<file path="src/rtl/note_sprite_pkg.sv">
// note_sprite_pkg: shared display modes, sprite palette and the
// note-to-mode mapping for note_sprite_engine.
package note_sprite_pkg;

    typedef enum logic [1:0] {
        MODE_STRIPES = 2'd0,
        MODE_SPRITES = 2'd1,
        MODE_RING    = 2'd2,
        MODE_IDLE    = 2'd3
    } mode_t;

    localparam logic [3:0] NO_NOTE = 4'hF;

    localparam logic [11:0] SPRITE_RGB [0:7] = '{
        12'hF00, 12'h0F0, 12'h00F, 12'hFF0,
        12'hF0F, 12'h0FF, 12'hFFF, 12'h888
    };

    function automatic mode_t note_to_mode(input logic [3:0] note);
        return (note > 4'd11) ? MODE_IDLE : mode_t'(2'(note % 4'd3));
    endfunction

endpackage

</file>
<file path="src/rtl/note_sprite_engine_stabilizer.sv">
// note_stabilizer: a note must persist for stable_ticks prescaler
// ticks before it becomes the committed note.
module note_stabilizer
    import note_sprite_pkg::*;
#(
    parameter int stable_ticks = 3
) (
    input  logic       clk,
    input  logic       rst,
    input  logic       tick,
    input  logic       note_vld,
    input  logic [3:0] note_idx,
    output logic [3:0] committed
);

    localparam int WC = (stable_ticks < 1) ? 1 : $clog2(stable_ticks + 1);
    localparam logic [WC-1:0] STABLE = WC'(stable_ticks);

    logic [3:0]    cand_q, cand_d;
    logic [WC-1:0] cnt_q, cnt_d;
    logic [3:0]    committed_q, committed_d;

    always_comb begin
        cand_d      = cand_q;
        cnt_d       = cnt_q;
        committed_d = committed_q;
        if (cnt_q == STABLE) begin
            committed_d = cand_q;
        end
        // A fresh note restarts the count even on a tick cycle.
        if (note_vld && note_idx <= 4'd11 && note_idx != cand_q) begin
            cand_d = note_idx;
            cnt_d  = '0;
        end else if (tick && cand_q != NO_NOTE && cnt_q < STABLE) begin
            cnt_d = cnt_q + WC'(1);
        end
    end

    always_ff @(posedge clk or posedge rst) begin
        if (rst) begin
            cand_q      <= NO_NOTE;
            cnt_q       <= '0;
            committed_q <= NO_NOTE;
        end else begin
            cand_q      <= cand_d;
            cnt_q       <= cnt_d;
            committed_q <= committed_d;
        end
    end

    assign committed = committed_q;

endmodule

</file>
<file path="src/rtl/note_sprite_engine.sv">
// note_sprite_engine: note-driven display mode plus n bouncing sprites,
// rendered to a registered RGB pixel with one cycle of latency.
module note_sprite_engine
    import note_sprite_pkg::*;
#(
    parameter int clk_mhz       = 50,
    parameter int w_key         = 4,
    parameter int screen_width  = 640,
    parameter int screen_height = 480,
    parameter int w_x           = $clog2(screen_width),
    parameter int w_y           = $clog2(screen_height),
    parameter int w_red         = 4,
    parameter int w_green       = 4,
    parameter int w_blue        = 4,
    parameter int n_sprites     = 4,
    parameter int sprite_size   = 32,
    parameter int w_tick        = 20,
    parameter int stable_ticks  = 3
) (
    input  logic               clk,
    input  logic               rst,
    input  logic [w_key-1:0]   key,
    input  logic               note_vld,
    input  logic [3:0]         note_idx,
    input  logic [w_x-1:0]     x,
    input  logic [w_y-1:0]     y,
    output logic [w_red-1:0]   red,
    output logic [w_green-1:0] green,
    output logic [w_blue-1:0]  blue,
    output logic [1:0]         mode,
    output logic               tick
);

    localparam int MAX_X = screen_width - sprite_size - 1;
    localparam int MAX_Y = screen_height - sprite_size - 1;
    localparam logic [w_x:0] MAXX_W = MAX_X[w_x:0];
    localparam logic [w_y:0] MAXY_W = MAX_Y[w_y:0];
    localparam int HALF  = sprite_size / 2;
    localparam int R_IN  = HALF * HALF;
    localparam int R_OUT = sprite_size * sprite_size;

    logic [w_tick-1:0]        cnt_q, cnt_d;
    logic [w_x-1:0]           sweep_q, sweep_d;
    logic [3:0]               committed;
    mode_t                    mode_e;
    logic                     move;
    logic [w_x-1:0]           stp_x;
    logic [w_y-1:0]           stp_y;
    logic [n_sprites*w_x-1:0] px_flat;
    logic [n_sprites*w_y-1:0] py_flat;
    logic                     unused_bits;

    assign unused_bits = ^{key[w_key-1:2], 32'(clk_mhz)};

    assign tick    = (cnt_q == '0);
    assign cnt_d   = cnt_q + w_tick'(1);
    assign sweep_d = !tick ? sweep_q :
                     (sweep_q == w_x'(screen_width - 1)) ? '0 :
                     sweep_q + w_x'(1);

    always_ff @(posedge clk or posedge rst) begin
        if (rst) begin
            cnt_q   <= '0;
            sweep_q <= '0;
        end else begin
            cnt_q   <= cnt_d;
            sweep_q <= sweep_d;
        end
    end

    note_stabilizer #(
        .stable_ticks(stable_ticks)
    ) u_stab (
        .clk      (clk),
        .rst      (rst),
        .tick     (tick),
        .note_vld (note_vld),
        .note_idx (note_idx),
        .committed(committed)
    );

    assign mode_e = note_to_mode(committed);
    assign mode   = mode_e;

    assign move  = tick & ~key[1];
    assign stp_x = key[0] ? w_x'(2) : w_x'(1);
    assign stp_y = key[0] ? w_y'(2) : w_y'(1);

    for (genvar i = 0; i < n_sprites; i++) begin : g_spr
        localparam int PX_RAW = i * screen_width / n_sprites;
        localparam int PX0    = (PX_RAW > MAX_X) ? MAX_X : PX_RAW;

        logic [w_x-1:0] px_q, px_d;
        logic [w_y-1:0] py_q, py_d;
        logic           dx_q, dx_d;
        logic           dy_q, dy_d;

        // Direction bit: 1 = increasing coordinate.
        always_comb begin
            px_d = px_q;
            dx_d = dx_q;
            py_d = py_q;
            dy_d = dy_q;
            if (move) begin
                if (dx_q) begin
                    if ({1'b0, px_q} + {1'b0, stp_x} > MAXX_W) begin
                        px_d = MAXX_W[w_x-1:0];
                        dx_d = 1'b0;
                    end else begin
                        px_d = px_q + stp_x;
                    end
                end else if (px_q < stp_x) begin
                    px_d = '0;
                    dx_d = 1'b1;
                end else begin
                    px_d = px_q - stp_x;
                end
                if (dy_q) begin
                    if ({1'b0, py_q} + {1'b0, stp_y} > MAXY_W) begin
                        py_d = MAXY_W[w_y-1:0];
                        dy_d = 1'b0;
                    end else begin
                        py_d = py_q + stp_y;
                    end
                end else if (py_q < stp_y) begin
                    py_d = '0;
                    dy_d = 1'b1;
                end else begin
                    py_d = py_q - stp_y;
                end
            end
        end

        always_ff @(posedge clk or posedge rst) begin
            if (rst) begin
                px_q <= w_x'(PX0);
                py_q <= w_y'(screen_height / 2);
                dx_q <= (i % 2 == 0);
                dy_q <= 1'b1;
            end else begin
                px_q <= px_d;
                py_q <= py_d;
                dx_q <= dx_d;
                dy_q <= dy_d;
            end
        end

        assign px_flat[i*w_x +: w_x] = px_q;
        assign py_flat[i*w_y +: w_y] = py_q;
    end

    int         xi, yi, cx, cy, ddx, ddy, d2;
    logic [11:0] spr_rgb;
    logic        spr_hit;

    assign xi  = int'(x);
    assign yi  = int'(y);
    assign cx  = int'(px_flat[w_x-1:0]) + HALF;
    assign cy  = int'(py_flat[w_y-1:0]) + HALF;
    assign ddx = xi - cx;
    assign ddy = yi - cy;
    assign d2  = ddx * ddx + ddy * ddy;

    // Scan from the highest index so the lowest overlapping sprite wins.
    always_comb begin
        spr_hit = 1'b0;
        spr_rgb = '0;
        for (int i = n_sprites - 1; i >= 0; i--) begin
            if (xi >= int'(px_flat[i*w_x +: w_x]) &&
                xi <  int'(px_flat[i*w_x +: w_x]) + sprite_size &&
                yi >= int'(py_flat[i*w_y +: w_y]) &&
                yi <  int'(py_flat[i*w_y +: w_y]) + sprite_size) begin
                spr_hit = 1'b1;
                spr_rgb = SPRITE_RGB[3'(i)];
            end
        end
    end

    logic [w_red-1:0]   r_q, r_d;
    logic [w_green-1:0] g_q, g_d;
    logic [w_blue-1:0]  b_q, b_d;

    always_comb begin
        r_d = '0;
        g_d = '0;
        b_d = '0;
        unique case (mode_e)
            MODE_STRIPES: begin
                if (x < sweep_q) begin
                    r_d = w_red'((xi + yi) >> 3);
                    g_d = w_green'((xi - yi) >> 3);
                    b_d = w_blue'(xi >> 3);
                end
            end
            MODE_SPRITES: begin
                if (spr_hit) begin
                    r_d = w_red'({4{spr_rgb[11:8]}} >> (16 - w_red));
                    g_d = w_green'({4{spr_rgb[7:4]}} >> (16 - w_green));
                    b_d = w_blue'({4{spr_rgb[3:0]}} >> (16 - w_blue));
                end
            end
            MODE_RING: begin
                if (d2 >= R_IN && d2 < R_OUT) begin
                    r_d = '1;
                    g_d = '1;
                    b_d = w_blue'((xi + yi) >> 3);
                end
            end
            MODE_IDLE: begin
                r_d = {w_red{x < sweep_q}};
                b_d = {w_blue{x >= sweep_q}};
                g_d = {w_green{y < w_y'(screen_height / 2)}};
            end
        endcase
    end

    always_ff @(posedge clk or posedge rst) begin
        if (rst) begin
            r_q <= '0;
            g_q <= '0;
            b_q <= '0;
        end else begin
            r_q <= r_d;
            g_q <= g_d;
            b_q <= b_d;
        end
    end

    assign red   = r_q;
    assign green = g_q;
    assign blue  = b_q;

endmodule

</file>
<file path="config.mk">
export PLATFORM = sky130hd
export DESIGN_NAME = note_sprite_engine
export DESIGN_NICKNAME = d
export VERILOG_FILES = /design/src/rtl/note_sprite_pkg.sv /design/src/rtl/note_sprite_engine_stabilizer.sv /design/src/rtl/note_sprite_engine.sv
export SDC_FILE = /design/constraint.sdc
export NUM_CORES = 1
export LEC_CHECK = 0
export CAP_MARGIN = 30
export CORE_MARGIN = 1.5
export CORE_UTILIZATION = 60
export DETAILED_ROUTE_END_ITERATION = 16
export PLACE_DENSITY_LB_ADDON = 0.1
export SLEW_MARGIN = 15
export SYNTH_ARGS = -nofsm -noshare
export SYNTH_HDL_FRONTEND = slang
export SYNTH_SLANG_ARGS = --single-unit
export TNS_END_PERCENT = 30
</file>
<file path="constraint.sdc">
create_clock -name clk -period 16.1 [get_ports clk]
set_clock_uncertainty 0.05 [all_clocks]
set_input_delay 3.22 -clock clk [delete_from_list [all_inputs] [get_ports clk]]
set_output_delay 3.22 -clock clk [all_outputs]
set_load 0.03 [all_outputs]
</file>
==> reports/metrics.cfg, run 1 <==
[run_status]
status=completed

[min_path]
hold_path.class=flip-flop to flip-flop
hold-path-cell-count=1
min_to=sweep_q[6]$_DFFE_PP0P_
hp-start=sweep_q[6]$_DFFE_PP0P_

[yosys]
yosys_most_used_dff=dfrtp_1
synth_seq_cells=136
yosys.area.top_type=fa_1
synth_nets=3473
yosysWarningCount=0
ys_seq_area_share_pct=14.20
syn_inst=2838
avgSynthCellArea_um2=8.563
yosys.area.top_type_share_pct=25.78
ys_top_cells_by_area=fa_1 26%, ha_1 15%, dfrtp_1 10%
synth_area_um2=24300
synth_cell_types=88
async_reset_ff_share_pct=100.0
synth-edff-count=0

[cts]
hold_buffers=0
cts.htree.levels=4
clock_path_buffers=2
cts_root_buf=clkbuf_16
clock_sinks=136
numCtsBuffers=17
cts_tree=built
cts-resized-gates=0
clk_latency_ns=0.45
postCtsSetupBuffers=0
clkTransAtPathRegs_ns=0.07

[cells_and_area]
area_delta_synth_final_pct=6.549
finalNonFillerCells=3389
antenna_cells=0
final_cell_area_um2=25890
nets=3486
layout-drive-gt1-share_pct=4.749

[global_routing]
antenna_found_initial=0
grt_pass1_vias=20930
overflow=0
grt_max_degree=72
grtUsageTotal_pct=31.51
grt_pass1_wl_um=104400

[detailed_routing]
drt_pass1_iterations=5
num_vias=20190
remaining_drc_errors=0
ant_nets=0
wire_per_inst_um=18.63
vias_per_cell=5.958
routed_wl_um=63140
drt_iter0_drc=1544

[floorplanning]
dieWidth_um=204.3
num_rows=73
start_util_pct=61.02
die_area_um2=41720
die_h_um=204.3
core_area_um2=39820
io_pins=45

[timing]
slew_violations=0
fin_crit_sh_pct=89.01
fin_ws_ns=1.769
min_period_ns=14.33
slew_headroom_pct=36.13
fmax_mhz=69.78
worst_pin_slew_ns=0.9339
setup_viol=0
hold_viol=0
finalSetupTns_ns=0
rsz0062_at_grt=no

[placed_design]
port_buffers=42
placed_area_um2=25300
placed_cells=3354
dp_worst_setup_slack_ns=1.371
hpwl_um=50460
gp_congestion=0.9479

[setup_path]
cp_common_cell=fa_1
end_kind=flip-flop
critPathMaxFanout=16
cp_data_required_time_ns=16.43
worstPathArrival_ns=14.66
r2r-end=blue[0]$_DFF_PP0_
slowest_delay_ns=0.94
rrSetupSlack_ns=4.89
cp_slowest_cell=clkdlybuf4s50_1
path_class=input port to flip-flop
reg2regPathDepth=36
timing.rr.start=g_spr[0].px_q[2]$_DFFE_PP0P_
cp-start-kind=input port

[run]
drv_cap=0

[kinds of logic after synthesis]
group | synth area share (%)
AO/OA/AOI/OAI | 15.06
XOR/XNOR | 4.072
adder cells (fa/ha/maj) | 40.86
buffers and inverters | 9.442
flip-flops | 14.20
multiplexers | 0.7517
other | 0.01543
AND/OR/NAND/NOR | 15.60
[critical path: cells and delay by family]
kind	cells	cell delay [ns]
adder cells (fa/ha/maj)	10	5.38
AO/OA/AOI/OAI	12	2.62
AND/OR/NAND/NOR	6	1.56
buffers and inverters	8	1.85
[metal layers]
metal	global-route usage, %	up-vias	wire length (um)	share of wire (%)
li1	-	9453	-	-
met1	38.79	9937	25410	40
met2	56.14	656	32240	51
met3	3.013	147	2974	4.7
met4	13.68	0	2501	4.0
met5	0	-	0	0
[synthesized netlist by cell type (6+ instances only)]
cell         n
inv_1      522
fa_1       313
ha_1       292
nand2_1    212
nor2_1     196
o21ai_0    170
a21oi_1    134
dfrtp_1     98
xnor2_1     87
nand3_1     83
clkbuf_1    75
nor3_1      54
a21o_1      40
dfstp_2     38
nand2b_1    35
and2_1      31
and3_1      30
nor2b_1     30
o22ai_1     28
a31oi_1     27
nand4_1     26
xor2_1      26
o211ai_1    24
nor4_1      21
o21bai_1    17
a211oi_1    13
or3_1       11
a211o_1     10
o21a_1      10
o221ai_1    10
nand3b_1     9
o31ai_1      9
a2111oi_0    8
mux2_2       8
a221oi_1     7
clkinv_1     7
mux2i_1      7
or2_2        7
or4_1        7
a22oi_1      6
o2111ai_1    6
[per-stage QoR]
step                hold slack [ns]  utilization [%]
floorplan                    0.3875                -
global placement             0.4147            63.50
detailed placement           0.4161            63.52
CTS                          0.4262            64.94
global route                 0.4455            65.02
finish                       0.4236            65.02
[layout by cell type, fill, tap and decap left out, types with 28 or more instances in the layout]
master,instances
inv_1,521
fa_1,313
ha_1,292
nand2_1,212
nor2_1,196
o21ai_0,170
a21oi_1,134
dfrtp_1,98
xnor2_1,87
nand3_1,83
nor3_1,54
clkdlybuf4s50_1,41
a21o_1,40
dfstp_2,38
nand2b_1,34
and2_1,31
and3_1,30
nor2b_1,30
o22ai_1,28
[how the worst max path moves through the flow]
stage | startpoint | to | depth (start not counted)
finish | x[2] | blue[0]$_DFF_PP0_ | 36
global route | x[2] | blue[2]$_DFF_PP0_ | 36
CTS | x[2] | blue[0]$_DFF_PP0_ | 36
detailed placement | x[2] | blue[0]$_DFF_PP0_ | 36
global placement | x[2] | blue[0]$_DFF_PP0_ | 36
floorplan | x[1] | blue[0]$_DFF_PP0_ | 39
[state kept, by name, summed over array words and instances, names as in the netlist]
signal / cells
green: 4
g_spr.dy_q: 4
sweep_q: 10
u_stab.cand_q: 4
u_stab.committed: 4
red: 4
blue: 4
cnt_q: 20
g_spr.dx_q: 4
g_spr.py_q: 36
u_stab.cnt_q: 2
g_spr.px_q: 40
[area by class of cell]
type                       instances  area (um2)
tap                              525       656.9
multi-input combinational       2093       18570
timing repair buffer              74       659.4
inverter                         529        1991
fill                            3364       13930
sequential                       136        3451
clock buffer                      19       432.9
clock inverter                    13       131.4
Power of run 1 is not shown: default switching activity piles up to over one toggle a cycle in this logic, so the estimate is an artifact.
==> run 2, diff against run 1 <==
MAX_ROUTING_LAYER = met4   (was default)
==> reports/metrics.cfg, run 2 (synthesis results as in run 1) <==
[detailed_routing]
wire_per_inst_um=18.60
remaining_drc_errors=0
drt_iter0_drc=1450
routed_wl_um=62970
drt_pass1_iterations=5
vias_per_cell=5.908
ant_nets=0
num_vias=20010

[global_routing]
antenna_found_initial=0
overflow=0
grt_max_degree=88
grtUsageTotal_pct=32.49
grt_pass1_wl_um=104200
grt_pass1_vias=20630

[cells_and_area]
area_delta_synth_final_pct=6.348
antenna_cells=0
nets=3483
final_common_cell=inv_1
largest_reg_flops=40
top_register=g_spr.px_q
top_regs=g_spr.px_q (40), g_spr.py_q (36), cnt_q (20)
layout_common_cells=521 x inv_1, 313 x fa_1, 292 x ha_1
layout-drive-gt1-share_pct=4.719
finalNonFillerCells=3386

[floorplanning]
die_area_um2=41720
num_rows=73
start_util_pct=61.02
die_h_um=204.3
dieWidth_um=204.3
core_area_um2=39820
io_pins=45

[placed_design]
placed_cells=3352
gp_congestion=0.9495
hpwl_um=50610
port_buffers=42

[cts]
clkTransAtPathRegs_ns=0.07
cts-resized-gates=0
cts_root_buf=clkbuf_16
clock_sinks=136
clock_path_buffers=2
hold_buffers=0
clk_latency_ns=0.46
numCtsBuffers=17
cts_tree=built
postCtsSetupBuffers=0
cts.htree.levels=4

[setup_path]
rrSetupSlack_ns=4.92
crit_buf_inv=8
cp_common_cell=fa_1
cp-start-kind=input port
path_class=input port to flip-flop
crit_family=adder cells
end_kind=flip-flop
cp_slowest_cell=clkdlybuf4s50_1
critPathMaxFanout=16
worstPathArrival_ns=14.57
cp_data_required_time_ns=16.45
slowest_delay_ns=0.91

[timing]
fin_crit_sh_pct=88.37
min_period_ns=14.23
setup_viol=0
hold_viol=0
rsz0062_at_grt=no
slew_violations=0
slew_headroom_pct=38.52
finalSetupTns_ns=0
worst_pin_slew_ns=0.9152
fmax_mhz=70.29

[min_path]
hold_path.class=flip-flop to flip-flop

[run_status]
status=completed

[run]
drv_cap=0

## run 2: cell types whose count changed in the layout (fill, tap and decap cells not counted), sizes merged
cell      delta
clkbuf       -2
clkinvlp     +2
buf          -3
inv          +8
bufinv       -2
clkinv       -6
## run 2: final cells by class
type	instances	area, um2
Inverter	529	1991
Multi-Input combinational cell	2093	18570
Sequential cell	136	3451
Clock inverter	15	127.6
Clock buffer	17	425.4
Timing Repair Buffer	71	621.8
Fill cell	3427	13980
Tap cell	525	656.9
## run 2: routing by layer
layer	GRT usage, %	share of wire, %
met3	2.918	4.7
met5	-	0
met1	39.53	41
met4	12.89	3.9
met2	55.80	50
## run 2: metrics by stage
stage          area, um2  setup slack, ns  util (%)  hold slack, ns
6_report           25840            1.873     64.90          0.4261
5_1_grt            25840            1.264     64.90          0.4587
4_1_cts            25830            1.854     64.87          0.4283
2_1_floorplan      24300            3.342         -          0.3875
3_5_place_dp       25280            1.415     63.49          0.4080
3_3_place_gp       25270            1.561     63.46          0.4137
## run 2: final timing paths
| check | from | to | depth (start not counted) |
|---|---|---|---|
| setup / recovery | x[2] | blue[0]$_DFF_PP0_ | 36 |
| hold / removal | cnt_q[19]$_DFF_PP0_ | cnt_q[19]$_DFF_PP0_ | 1 |
| setup reg to reg | g_spr[0].px_q[2]$_DFFE_PP0P_ | blue[0]$_DFF_PP0_ | 36 |
| hold reg to reg | cnt_q[19]$_DFF_PP0_ | cnt_q[19]$_DFF_PP0_ | 1 |
| max in group asynchronous | rst | g_spr[0].px_q[1]$_DFFE_PP0P_ | 3 |
| min in group asynchronous | rst | cnt_q[17]$_DFF_PP0_ | 2 |
Power of run 2 is left out for the same reason.
==> run 3, diff against run 2 <==
SLEW_MARGIN = 10   (was 15)
==> reports/metrics.cfg, run 3 (synthesis results as in run 1) <==
[global_routing]
grt_pass1_vias=20640
overflow=0
antenna_found_initial=0
grtUsageTotal_pct=32.47
grt_pass1_wl_um=103800
grt_max_degree=88

[cells_and_area]
multi_input_area_um2=18570
largest_reg_flops=40
antenna_cells=0
layout_common_cells=521 x inv_1, 313 x fa_1, 292 x ha_1
layout-drive-gt1-share_pct=4.720
area_delta_synth_final_pct=6.472
final_common_cell=inv_1
top_regs=g_spr.px_q (40), g_spr.py_q (36), cnt_q (20)
nets=3482
top_register=g_spr.px_q
n_fill_cell=3421
seqCellArea_um2=3451

[floorplanning]
num_rows=73
die_area_um2=41720
dieWidth_um=204.3
core_area_um2=39820
start_util_pct=61.02
die_h_um=204.3
io_pins=45

[run_status]
status=completed

[setup_path]
worstSetupStartpoint=x[1]
end_kind=flip-flop
r2r-end=blue[0]$_DFF_PP0_
timing.rr.start=g_spr[0].px_q[2]$_DFFE_PP0P_
path_class=input port to flip-flop
cp-start-kind=input port
worstPathArrival_ns=14.61
cp_common_cell=fa_1
slowest_delay_ns=0.81
reg2regPathDepth=36
rrSetupSlack_ns=4.88
critPathMaxFanout=16
crit_buf_inv=8
path_depth=37
cp_slowest_cell=fa_1
endpoint=blue[0]$_DFF_PP0_
crit_family=adder cells
cp_data_required_time_ns=16.45

[detailed_routing]
ant_nets=0
vias_per_cell=5.903
drt_pass1_iterations=5
remaining_drc_errors=0
routed_wl_um=62910
num_vias=19980
wire_per_inst_um=18.58
drt_iter0_drc=1368

[cts]
clock_sinks=136
cts.htree.levels=4
postCtsSetupBuffers=0
cts_root_buf=clkbuf_16
cts-resized-gates=0
clk_latency_ns=0.46
clkTransAtPathRegs_ns=0.07
numCtsBuffers=17
clock_path_buffers=2
cts_tree=built
hold_buffers=0

[placed_design]
hpwl_um=50680
port_buffers=42
gp_congestion=0.9495

[timing]
fin_crit_sh_pct=88.61
min_period_ns=14.27
rsz0062_at_grt=no
hold_viol=0
finalSetupTns_ns=0
slew_violations=0
fmax_mhz=70.10
slew_headroom_pct=32.34
setup_viol=0
worst_pin_slew_ns=1.007

[min_path]
hold_path.class=flip-flop to flip-flop

[run]
drv_cap=0

[run 3: area by class of cell]
| class | instances | share of cell area (%) |
|---|---|---|
| flip-flops and latches | 136 | 13.34 |
| clock inverters | 15 | 0.6044 |
| clock buffers | 17 | 1.644 |
| inverters | 529 | 7.693 |
| well taps | 525 | 2.539 |
| multi-input cells | 2093 | 71.77 |
| repair buffers | 70 | 2.408 |
[run 3: through the flow]
step	hold WS (ns)	setup WS (ns)	std cells	utilization, %	instance area, um2
floorplan	0.3875	3.342	2838	-	24300
global placement	0.4137	1.561	3350	63.46	25270
detailed placement	0.4080	1.387	3352	63.50	25290
CTS	0.4284	1.841	3384	64.96	25870
global route	0.4589	1.202	3385	64.97	25870
finish	0.4269	1.834	3385	64.97	25870
[run 3: worst min path at each step]
stage	start	end	slack [ns]	depth (start not counted)
after global placement	sweep_q[6]$_DFFE_PP0P_	sweep_q[6]$_DFFE_PP0P_	0.41	1
after global routing	cnt_q[19]$_DFF_PP0_	cnt_q[19]$_DFF_PP0_	0.46	1
after CTS	cnt_q[19]$_DFF_PP0_	cnt_q[19]$_DFF_PP0_	0.43	1
after floorplan	cnt_q[19]$_DFF_PP0_	cnt_q[19]$_DFF_PP0_	0.39	1
final	sweep_q[6]$_DFFE_PP0P_	sweep_q[6]$_DFFE_PP0P_	0.43	1
after detailed placement	cnt_q[19]$_DFF_PP0_	cnt_q[19]$_DFF_PP0_	0.41	1
[run 3: per-layer routing]
layer  wire (um)  GRT usage, %
met1       25690         38.36
met2       31600         55.87
met3        2658         3.300
met4        2958         14.89
met5           0             -
[run 3: worst register-to-register path: cells and delay by family, from the launching register on]
family / cells / cell delay [ns]
buffers and inverters: 8 / 1.17
AND/OR/NAND/NOR: 6 / 1.59
adder cells (fa/ha/maj): 10 / 5.23
AO/OA/AOI/OAI: 12 / 2.65
flip-flops: 1 / 0.47
Power of run 3 is left out for the same reason.
